===== src/rtl/vga_fb_arbiter.sv =====
// Single-port, double-buffered frame-buffer scheduler: fixed display fetch slots win,
// the writer fills the remaining cycles into the back bank, and bank swaps wait for vblank.
module vga_fb_arbiter #(
    parameter int FB_W   = 320,
    parameter int FB_H   = 240,
    parameter int DATA_W = 12,
    parameter int OFS_W  = 17
) (
    input  logic              clk,
    input  logic              reset,
    input  logic              pclk,
    input  logic [9:0]        x_pixel,
    input  logic [9:0]        y_pixel,
    input  logic              DE,
    output logic [DATA_W-1:0] rgb_out,
    input  logic              wr_valid,
    output logic              wr_ready,
    input  logic [OFS_W-1:0]  wr_addr,
    input  logic [DATA_W-1:0] wr_data,
    input  logic              wr_frame_done,
    output logic              swap_pending,
    output logic              disp_bank,
    output logic              mem_en,
    output logic              mem_we,
    output logic [OFS_W:0]    mem_addr,
    output logic [DATA_W-1:0] mem_wdata,
    input  logic [DATA_W-1:0] mem_rdata
);

    // state     | meaning
    // RUN       | writer may fill the back bank
    // SWAP_WAIT | frame complete, writer stalled until vblank start flips banks
    typedef enum logic {
        RUN       = 1'b0,
        SWAP_WAIT = 1'b1
    } state_t;

    localparam logic [OFS_W-1:0] FB_WORDS = OFS_W'(FB_W * FB_H);
    localparam logic [OFS_W-1:0] LINE_W   = OFS_W'(FB_W);
    localparam logic [9:0]       VBL_LINE = 10'(2 * FB_H);

    state_t             state;
    state_t             state_next;
    logic               bank_next;
    logic               rd_pend;
    logic               disp_slot;
    logic               vblank_start;
    logic               wr_in_range;
    logic               wr_fire;
    logic [OFS_W-1:0]   rd_offset;

    // One fetch per 2x-upscaled pixel pair, taken on the even column.
    assign disp_slot    = pclk & DE & ~x_pixel[0];
    assign rd_offset    = OFS_W'(y_pixel[9:1]) * LINE_W + OFS_W'(x_pixel[9:1]);
    assign vblank_start = pclk & (y_pixel == VBL_LINE) & (x_pixel == 10'd0);
    assign wr_in_range  = (wr_addr < FB_WORDS);

    assign wr_ready     = (state == RUN) & ~disp_slot & reset;
    assign wr_fire      = wr_valid & wr_ready;
    assign swap_pending = (state == SWAP_WAIT);

    always_ff @(posedge clk or negedge reset) begin
        if (!reset) begin
            state     <= RUN;
            disp_bank <= 1'b0;
        end else begin
            state     <= state_next;
            disp_bank <= bank_next;
        end
    end

    always_comb begin
        state_next = state;
        bank_next  = disp_bank;
        case (state)
            RUN: begin
                // A frame-done coinciding with vblank start still waits a full frame.
                if (wr_frame_done) state_next = SWAP_WAIT;
            end
            SWAP_WAIT: begin
                if (vblank_start) begin
                    bank_next  = ~disp_bank;
                    state_next = RUN;
                end
            end
            default: state_next = RUN;
        endcase
    end

    always_comb begin
        mem_en    = 1'b0;
        mem_we    = 1'b0;
        mem_addr  = '0;
        mem_wdata = '0;
        if (reset) begin
            if (disp_slot) begin
                mem_en   = 1'b1;
                mem_addr = {disp_bank, rd_offset};
            end else if (wr_fire && wr_in_range) begin
                // Out-of-range writes complete the handshake but never reach the RAM.
                mem_en    = 1'b1;
                mem_we    = 1'b1;
                mem_addr  = {~disp_bank, wr_addr};
                mem_wdata = wr_data;
            end
        end
    end

    always_ff @(posedge clk or negedge reset) begin
        if (!reset) begin
            rd_pend <= 1'b0;
            rgb_out <= '0;
        end else begin
            rd_pend <= disp_slot;
            if (pclk && !DE) begin
                rgb_out <= '0;
            end else if (rd_pend) begin
                rgb_out <= mem_rdata;
            end
        end
    end

endmodule

===== config.mk =====
export PLATFORM = sky130hd
export DESIGN_NAME = vga_fb_arbiter
export DESIGN_NICKNAME = d
export VERILOG_FILES = /design/src/rtl/vga_fb_arbiter.sv
export SDC_FILE = /design/constraint.sdc
export NUM_CORES = 1
export LEC_CHECK = 0
export ABC_AREA = 1
export CAP_MARGIN = 20
export CORE_MARGIN = 2
export CORE_UTILIZATION = 30
export CTS_BUF_LIST = sky130_fd_sc_hd__clkbuf_16
export CTS_CLUSTER_DIAMETER = 150
export DETAILED_ROUTE_END_ITERATION = 10
export PLACE_DENSITY = 0.67
export SYNTH_ARGS = -nofsm -noshare
export SYNTH_HDL_FRONTEND = slang
export SYNTH_SLANG_ARGS = --single-unit

===== constraint.sdc =====
create_clock -name clk -period 2.5 [get_ports clk]
set_input_delay 0.25 -clock clk [delete_from_list [all_inputs] [get_ports clk]]
set_output_delay 0.25 -clock clk [all_outputs]
set_load 0.01 [all_outputs]

==> impl_metrics.toml <==
[sta]
period_share = 0.993
relSlewSlack = 0.569
tightest_slew_ps = 647
final_max_slew_viol_count = 0
finalClockSkew_ps = 2.64
setup_viol = 0
hold_viol = 0
rsz0062_at_grt = "yes"
fmax_ghz = 0.403
min_period_ps = 2480
setup_tns_ps = 0
layout_setup_ws_ps = 17.7
holdWs_ps = 458

[global_routing]
grt_remaining_overflow = 0
grt_pass1_wl_um = 9730
grt_pass1_vias = 2205
grt.total_usage = 0.187
grt_antenna_before_repair = 0
grt_max_degree = 25

[critical_path]
crit_arrival_ps = 2230
reg2reg_depth = 5
required_ps = 2250
crit_fanout = 3
path_class = "input pin to output port"
end_kind = "output port"
start_kind = "input pin"

[synth]
avgSynthCellArea_um2 = 6.61
syn-instance-count = 271
seq_area_frac_synth = 0.209
synth_warnings = 0
syn-num-nets = 357
ys_types = 35
synth-seq-cells = 15
syn_area_um2 = 1790

[power_and_ir_drop]
vdd_drop_max_uv = 393
combPwrFrac = 0.495
p_int_uw = 801
pwr-share-seq = 0.238
leakage_uw = 0.00168
clock_power_share = 0.267
p_switching_uw = 372
p_sw_frac = 0.317
power_density_nw_per_um2 = 334

[placed_design]
place_ws_ps = -847
port_buffers = 113
gp_congestion = 0.800
dp_hpwl_um = 5040
placed_area_um2 = 3240

[cells_and_area]
fin_area_um2 = 3510
layout_common_cells = "clkdlybuf4s50_1 (95), nand2_1 (61), inv_1 (39)"
finalNetCount = 507
drive_above_1_share = 0.243
area_growth_pct = 96.2
fin_util = 0.601
final_common_cell = "clkdlybuf4s50_1"
antennaDiodeCount = 0

[detailed_routing]
post_drt_wl_per_cell_um = 12.5
drcViolationCount = 0
vias = 2276
viasPerCell = 4.60
wl_um = 6200
drtIter0Drc = 46
ant_nets = 0
firstDrtPassIters = 4

[die]
die_area_um2 = 6610
dieHeight_um = 81.3
coreArea_um2 = 5850
fp-row-count = 28
ios = 114
initial_core_util = 0.306
fp.dieW_um = 81.3

[clock_tree]
clkSinkCount = 15
clk_pin_slew_ps = 50
clock_latency_ps = 250
clk_path_buf_depth = 2
cts.htree.levels = 1
cts_tree = "built"
numCtsBuffers = 3
root_buffer = "clkbuf_16"

[min_path]
hold_path_class = "input pin to asynchronous set/reset pin"

[status]
outcome = "completed"

[run]
drv_cap = 0
registers in the layout, indices dropped and copies added, names as in the netlist:
register / count
rd_pend: 1
swap_pending: 1
disp_bank: 1
rgb_out: 12
Yosys cell counts:
cell type   n  area share
fa_1        2       0.022
o31ai_1     1      0.0042
a21oi_1    19       0.053
nand3b_1    2      0.0084
nor4_1      3       0.010
a22o_1      3       0.015
xor2_1      1      0.0049
o21ai_2     3       0.015
nand3_4     1      0.0098
buf_2       1      0.0028
o21ai_1     1      0.0028
nand3_2     1      0.0056
o21a_1      2      0.0084
nand2_2     3       0.010
nor3_4      2       0.018
o21ai_0    16       0.045
nor2_1     23       0.048
nor3_1      1      0.0028
inv_4       1      0.0035
nand3_1    17       0.047
o21bai_2    1      0.0063
inv_2       6       0.013
nand2_1    68        0.14
a31o_2      1      0.0049
xnor2_1     2      0.0098
nand4_1     4       0.014
nor2_2      5       0.017
clkbuf_1    3      0.0063
o22ai_2     1      0.0070
ha_1       17        0.12
xor2_2      1      0.0091
inv_1      40       0.084
clkinv_1    1      0.0021
dfrtp_1    15        0.21
buf_6       3       0.019
power by group through the flow:
stage | registers [uW] | clock network [uW] | logic (uW)
6_report | 279 | 313 | 581
5_1_grt | 281 | 328 | 642
4_1_cts | 279 | 315 | 562
3_5_place_dp | 283 | 0 | 520
3_3_place_gp | 281 | 0 | 512
2_1_floorplan | 289 | 0 | 237
routing by layer:
metal	GRT usage	up-vias	routed length [um]
met1	0.207	1024	2500
met3	0.0322	9	383
met4	0.0356	0	63
li1	-	1176	-
met5	0	-	0
met2	0.368	67	3260
final timing paths:
kind,start,endpoint,slack [ps]
setup / recovery,y_pixel[4],mem_addr[13],20
hold reg to reg,rgb_out[8],rgb_out[8],560
hold / removal,reset,rgb_out[5],460
max in group asynchronous,reset,disp_bank,1870
min in group clk,y_pixel[3],disp_bank,540
setup reg to reg,swap_pending,disp_bank,1260
timing repair:
action,CTS,global route
hold buffers,0,0
gates resized for setup,62,16
setup endpoints to repair,9,5
pin swaps,13,5
buffers inserted,4,0
per-stage QoR:
stage,instances,power (uW)
3_3_place_gp,487,793
2_1_floorplan,271,526
6_report,495,1170
5_1_grt,495,1250
4_1_cts,495,1160
3_5_place_dp,487,802
area by class of cell:
cell class                 instances  area, um^2
timing repair buffer             152        1420
clock buffer                       3        75.1
sequential                        15         375
multi-input combinational        201        1370
clock inverter                     1        5.00
fill                             534        2340
tap                               75        93.8
inverter                          48         183
worst max-delay path, cell delays in order:
cell and delay, ps:
buf_8 100, ha_4 230, ha_4 160, fa_2 560, nand2_1 60, nor2_1 90
nand2_1 70, nand2_2 70, nand2_2 60, nor2_2 110, nand2_1 100, buf_6 130
nand2_2 50, o22ai_2 50, buf_2 140
cells by family (layout without fill, tap and decap cells):
| logic type | after synthesis | in the layout | synth area share |
|---|---|---|---|
| compound gates | 48 | 48 | 0.161 |
| xor+xnor | 4 | 4 | 0.0237 |
| fa+ha+maj | 19 | 19 | 0.141 |
| buf+inv | 55 | 204 | 0.130 |
| flops | 15 | 15 | 0.209 |
| simple gates | 130 | 130 | 0.335 |
Power figures use the tool's default switching activity.
